File: src/rtl/icache_dm.sv
// icache_dm: direct-mapped instruction cache with sequential line refill, flush and cancel; ports clk/rst (async active-low), IF side (inst_req, inst_addr, cancel, flush, addr_needed, inst, inst_addr_o, inst_available_out), memory side (port_calling, addr_to_mem, inst_available, inst_from_mem)
module icache_dm #(
  parameter int ADDR_WIDTH = 32,
  parameter int INST_WIDTH = 32,
  parameter int INDEX_BITS = 4,
  parameter int LINE_WORDS = 4
) (
  input  logic                  clk,
  input  logic                  rst,
  input  logic                  inst_req,
  input  logic [ADDR_WIDTH-1:0] inst_addr,
  input  logic                  cancel,
  input  logic                  flush,
  output logic                  addr_needed,
  output logic [INST_WIDTH-1:0] inst,
  output logic [ADDR_WIDTH-1:0] inst_addr_o,
  output logic                  inst_available_out,
  output logic                  port_calling,
  output logic [ADDR_WIDTH-1:0] addr_to_mem,
  input  logic                  inst_available,
  input  logic [INST_WIDTH-1:0] inst_from_mem
);
  localparam int OFFSET_BITS = LINE_WORDS > 1 ? $clog2(LINE_WORDS) : 0;
  localparam int OB = OFFSET_BITS > 0 ? OFFSET_BITS : 1;
  localparam int SETS = 2 ** INDEX_BITS;
  localparam int TAG_BITS = ADDR_WIDTH - 2 - OFFSET_BITS - INDEX_BITS;
  localparam logic [ADDR_WIDTH-1:0] LINE_MASK = ADDR_WIDTH'(LINE_WORDS * 4 - 1);
  localparam logic [ADDR_WIDTH-1:0] OFF_MASK = ADDR_WIDTH'(LINE_WORDS - 1);
  localparam logic [OB-1:0] LAST = OB'(LINE_WORDS - 1);
  localparam logic [0:0] IDLE = 1'b0;
  localparam logic [0:0] REFILL = 1'b1;
  logic [0:0] state;
  logic [INST_WIDTH-1:0] data [SETS][LINE_WORDS];
  logic [TAG_BITS-1:0] tags [SETS];
  logic [SETS-1:0] valid;
  logic [ADDR_WIDTH-1:0] lat_addr;
  logic [OB-1:0] cnt;
  logic drop;
  logic [INST_WIDTH-1:0] rword;
  function automatic logic [OB-1:0] off_of(input logic [ADDR_WIDTH-1:0] a);
    return OB'((a >> 2) & OFF_MASK);
  endfunction
  function automatic logic [INDEX_BITS-1:0] idx_of(input logic [ADDR_WIDTH-1:0] a);
    return INDEX_BITS'(a >> (OFFSET_BITS + 2));
  endfunction
  function automatic logic [TAG_BITS-1:0] tag_of(input logic [ADDR_WIDTH-1:0] a);
    return TAG_BITS'(a >> (OFFSET_BITS + INDEX_BITS + 2));
  endfunction
  logic [INDEX_BITS-1:0] req_idx, l_idx;
  logic [OB-1:0] req_off, l_off;
  logic hit, accept, beat, last, stop;
  assign req_idx = idx_of(inst_addr);
  assign req_off = off_of(inst_addr);
  assign l_idx = idx_of(lat_addr);
  assign l_off = off_of(lat_addr);
  assign hit = valid[req_idx] && tags[req_idx] == tag_of(inst_addr);
  assign addr_needed = state == IDLE && !flush && !cancel && rst;
  assign accept = inst_req && addr_needed;
  assign beat = state == REFILL && port_calling && inst_available;
  assign last = cnt == LAST;
  // a cancel seen on the beat cycle itself ends the refill just like a latched one
  assign stop = drop || cancel || flush;
  always_ff @(posedge clk or negedge rst) begin
    if (!rst) begin
      state <= IDLE;
      valid <= '0;
      lat_addr <= '0;
      cnt <= '0;
      drop <= 1'b0;
      rword <= '0;
      inst <= '0;
      inst_addr_o <= '0;
      inst_available_out <= 1'b0;
      port_calling <= 1'b0;
      addr_to_mem <= '0;
    end else begin
      inst_available_out <= 1'b0;
      if (state == IDLE) begin
        if (accept && hit) begin
          inst <= data[req_idx][req_off];
          inst_addr_o <= inst_addr;
          inst_available_out <= 1'b1;
        end else if (accept) begin
          valid[req_idx] <= 1'b0;
          cnt <= '0;
          drop <= 1'b0;
          lat_addr <= inst_addr;
          addr_to_mem <= inst_addr & ~LINE_MASK;
          port_calling <= 1'b1;
          state <= REFILL;
        end
      end else begin
        if (cancel || flush) drop <= 1'b1;
        if (beat) begin
          if (cnt == l_off) rword <= inst_from_mem;
          if (stop || last) begin
            port_calling <= 1'b0;
            state <= IDLE;
            drop <= 1'b0;
          end else begin
            cnt <= cnt + OB'(1);
            addr_to_mem <= addr_to_mem + ADDR_WIDTH'(4);
          end
          if (!stop && last) begin
            valid[l_idx] <= 1'b1;
            inst <= cnt == l_off ? inst_from_mem : rword;
            inst_addr_o <= lat_addr;
            inst_available_out <= 1'b1;
          end
        end
      end
      if (flush) valid <= '0;
    end
  end
  always_ff @(posedge clk) begin
    if (beat) data[l_idx][cnt] <= inst_from_mem;
    if (beat && last) tags[l_idx] <= tag_of(lat_addr);
  end
endmodule

File: config.mk
export PLATFORM = sky130hd
export DESIGN_NAME = icache_dm
export DESIGN_NICKNAME = d
export VERILOG_FILES = /design/src/rtl/icache_dm.sv
export SDC_FILE = /design/constraint.sdc
export NUM_CORES = 2
export LEC_CHECK = 0
export ABC_CLOCK_PERIOD_IN_PS = 9550
export CORE_ASPECT_RATIO = 0.75
export CORE_UTILIZATION = 54
export CTS_BUF_LIST = sky130_fd_sc_hd__clkbuf_8
export CTS_CLUSTER_DIAMETER = 80
export CTS_CLUSTER_SIZE = 12
export DETAILED_ROUTE_END_ITERATION = 6
export PLACE_DENSITY = 0.7
export RECOVER_POWER = 25
export SLEW_MARGIN = 20
export SYNTH_ARGS = -nofsm -noshare
export SYNTH_HDL_FRONTEND = slang
export SYNTH_SLANG_ARGS = --single-unit
File: constraint.sdc
create_clock -name clk -period 9.55 [get_ports clk]
set_input_delay 0.955 -clock clk [delete_from_list [all_inputs] [get_ports clk]]
set_output_delay 0.955 -clock clk [all_outputs]
set_load 0.005 [all_outputs]
==> flow_summary.yaml <==
outcome:
  status: "finished, violations left"
  violations: "max-capacitance violations, max-slew violations"
synth:
  synth_edf_count: 2432
  ys_warn_count: 0
  synthArstFlopShare: 0.06891
  synth.area.top_cells: "edfxtp_1 (72%), mux4_2 (16%), dfrtp_1 (4.4%), mux2_2 (1.4%), mux2i_1 (1.2%)"
  ys_seq_area_frac: 0.7595
  synth_area_leader_cell: "edfxtp_1"
  synth-seq-cells: 2612
  synth_top_area_frac: 0.7154
  syn_avg_cell_area_um2: 22.46
  synth_top_flop_cell: "edfxtp_1"
  synthCells: 4545
  synthDistinctLibCells: 74
  syn_area_um2: 102100
power:
  cellPowerDensity_nw_per_um2: 193.4
  power.leakage_nw: 35.55
  vdd_ir_drop_max_v: 0.0001660
timing:
  setup_viol: 0
  fmax_ghz: 0.1692
  finalCriticalPeriod_ps: 5909
  relSlewSlack: -0.9497
  skew_ps: 68.61
  rsz0062_at_grt: "no"
  tightest_slew_ps: 2924
  slew_viol_final: 1647
  report.final.hold_viol_count: 0
  finalSetupTns_ps: 0
  min_period_over_period: 0.6187
worst_setup_path:
  cp-end-kind: "register"
  crit_type: "input port to register"
  cp.required_ps: 10490
  cp_max_fo: 71
  critPathLaunchType: "input port"
  worstPathArrival_ps: 6850
finish:
  drive_above_1_share: 0.2729
  final_cell_mix: "edfxtp_1 (2,432), mux4_2 (738), clkbuf_8 (242)"
  mostFrequentLayoutCell: "edfxtp_1"
  final_nets: 4918
  syn_to_final_growth_pct: 9.037
  nFillCells: 13090
  instances_no_fill: 7538
global_routing:
  antenna_found_initial: 16
  gr-usage-met3: 0.06948
  grt_overflow_total: 0
  grt-busiest-layer: "met2"
  grt_usage: 0.2801
  grt_pass1_vias: 49150
  met2_usage: 0.4249
  grt_pass1_wl_um: 373400
  use_met1: 0.4122
  grt_max_degree: 127
cts:
  cts_resized: 0
  cts_sinks: 2612
  ctsLongestPathBuffers: 3
  tritoncts.num_buffers: 236
  clock_latency_ps: 1050
  cts_tree: "done"
  clk_pin_slew_ps: 90
  h-tree-depth: 4
  root_buffer: "clkbuf_8"
route:
  drt_iter0_markers: 7741
  viasPerCell: 6.631
  totalWireLength_um: 264100
  drc: 0
  wire_per_inst_um: 35.03
  dr.pass1.iters: 6
  via_count: 49980
  detail-route-antenna-nets: 0
floorplan:
  boundaryPins: 169
  die_h_um: 378.5
  die_area_um2: 190800
  core-area_um2: 186800
  die_w_um: 504.1
  rows: 137
  start_util: 0.5464
placed_design:
  place_congestion: 0.8675
  dp.cells: 7104
  hpwl_um: 142000
  io_buffers: 166
run:
  cap_violations: 25
hold_path:
  hp-class: "input port to register"
report_power, final:
group	internal [mW]	total, mW	switching (mW)
clock network	2.35	6.03	3.68
logic	0.857	2.07	1.21
registers	13.0	13.4	0.447
total	16.2	21.5	5.34
state kept, by name, indices dropped and copies added (netlist names):
register,count
cnt,2
lat_addr,32
valid,16
inst_addr_o,32
drop,1
port_calling,1
rword,32
state,1
data,2048
inst_available_out,1
inst,32
tags,384
addr_to_mem,30
worst paths after layout:
kind,from,to,slack [ps],cells after the start
setup / recovery,inst_addr[5],inst_addr_o[14]$_DFFE_PN0P_,3640,13
hold / removal,inst_from_mem[14],data[6][14]$_DFFE_PP_,490,1
setup reg to reg,tags[14][16]$_DFFE_PP_,inst_addr_o[14]$_DFFE_PN0P_,4310,11
hold reg to reg,inst_addr_o[22]$_DFFE_PN0P_,inst_addr_o[22]$_DFFE_PN0P_,500,1
max in group asynchronous,rst,rword[12]$_DFFE_PN0P_,7300,3
min in group asynchronous,rst,addr_to_mem[18]$_DFFE_PN0P_,600,2
critical path, stage by stage:
cell and delay, ps:
buf_8 510, buf_4 750, mux2_2 300, o22ai_1 70, o21ai_0 310, a22oi_1 170
a211oi_1 440, nand4_1 590, nor3_4 330, buf_4 280, a21o_4 730, buf_4 700
mux2_2 410
per-layer routing:
layer  part of all wire  up-vias  routed length (um)
li1                   -    19770                   -
met1               0.39    26720              104100
met2               0.46     3076              122600
met3               0.12      420               31570
met4              0.022        4                5789
met5            0.00010        -                  27
cell type report:
cell class / count / area, um^2 / share of cell area
antenna: 8 / 20.02 / 0.0001798
clock buffer: 242 / 3331 / 0.02992
clock inverter: 181 / 752.0 / 0.006756
inverter: 20 / 76.32 / 0.0006857
multi-input combinational: 1655 / 23820 / 0.2140
sequential: 2612 / 77540 / 0.6966
tap: 2502 / 3131 / 0.02812
timing repair buffer: 318 / 2648 / 0.02378
through the flow:
stage	hold slack [ps]	utilization	setup slack, ps	power [mW]	area [um^2]
floorplan	441.8	-	4890	14.72	102100
global placement	453.5	0.5741	2691	15.68	107300
detailed placement	478.7	0.5741	2745	15.74	107300
CTS	237.5	0.5960	3855	21.59	111400
global route	500.1	0.5957	3428	22.21	111300
finish	487.2	0.5958	3641	21.53	111300
kinds of logic after synthesis:
family / synth area share
flops: 0.7595
mux: 0.1922
fa+ha+maj: 0.0006128
xor+xnor: 0.002231
other cells: 0.00003673
compound gates: 0.01751
buf+inv: 0.01224
simple gates: 0.01571
timing repair:
item / CTS / global route
hold endpoints to repair: 96 / 0
setup endpoints to repair: 0 / 0
hold buffers: 1 / 0
buffers inserted: 0 / 0
cell usage after synthesis (10+ instances only):
library cell	count
mux2i_1	126
mux4_2	738
or3_1	10
mux2_2	126
nand4_1	17
xnor2_1	16
dfrtp_1	180
buf_2	51
clkbuf_1	139
nor3_1	24
inv_1	19
buf_1	46
edfxtp_1	2432
nand2_1	100
buf_4	10
buf_6	12
mux2_1	28
and3_1	17
o21ai_0	70
a21oi_1	59
xor2_1	10
a22oi_1	27
nor2_1	103
nand3_1	33
Power figures use the tool's default switching activity.
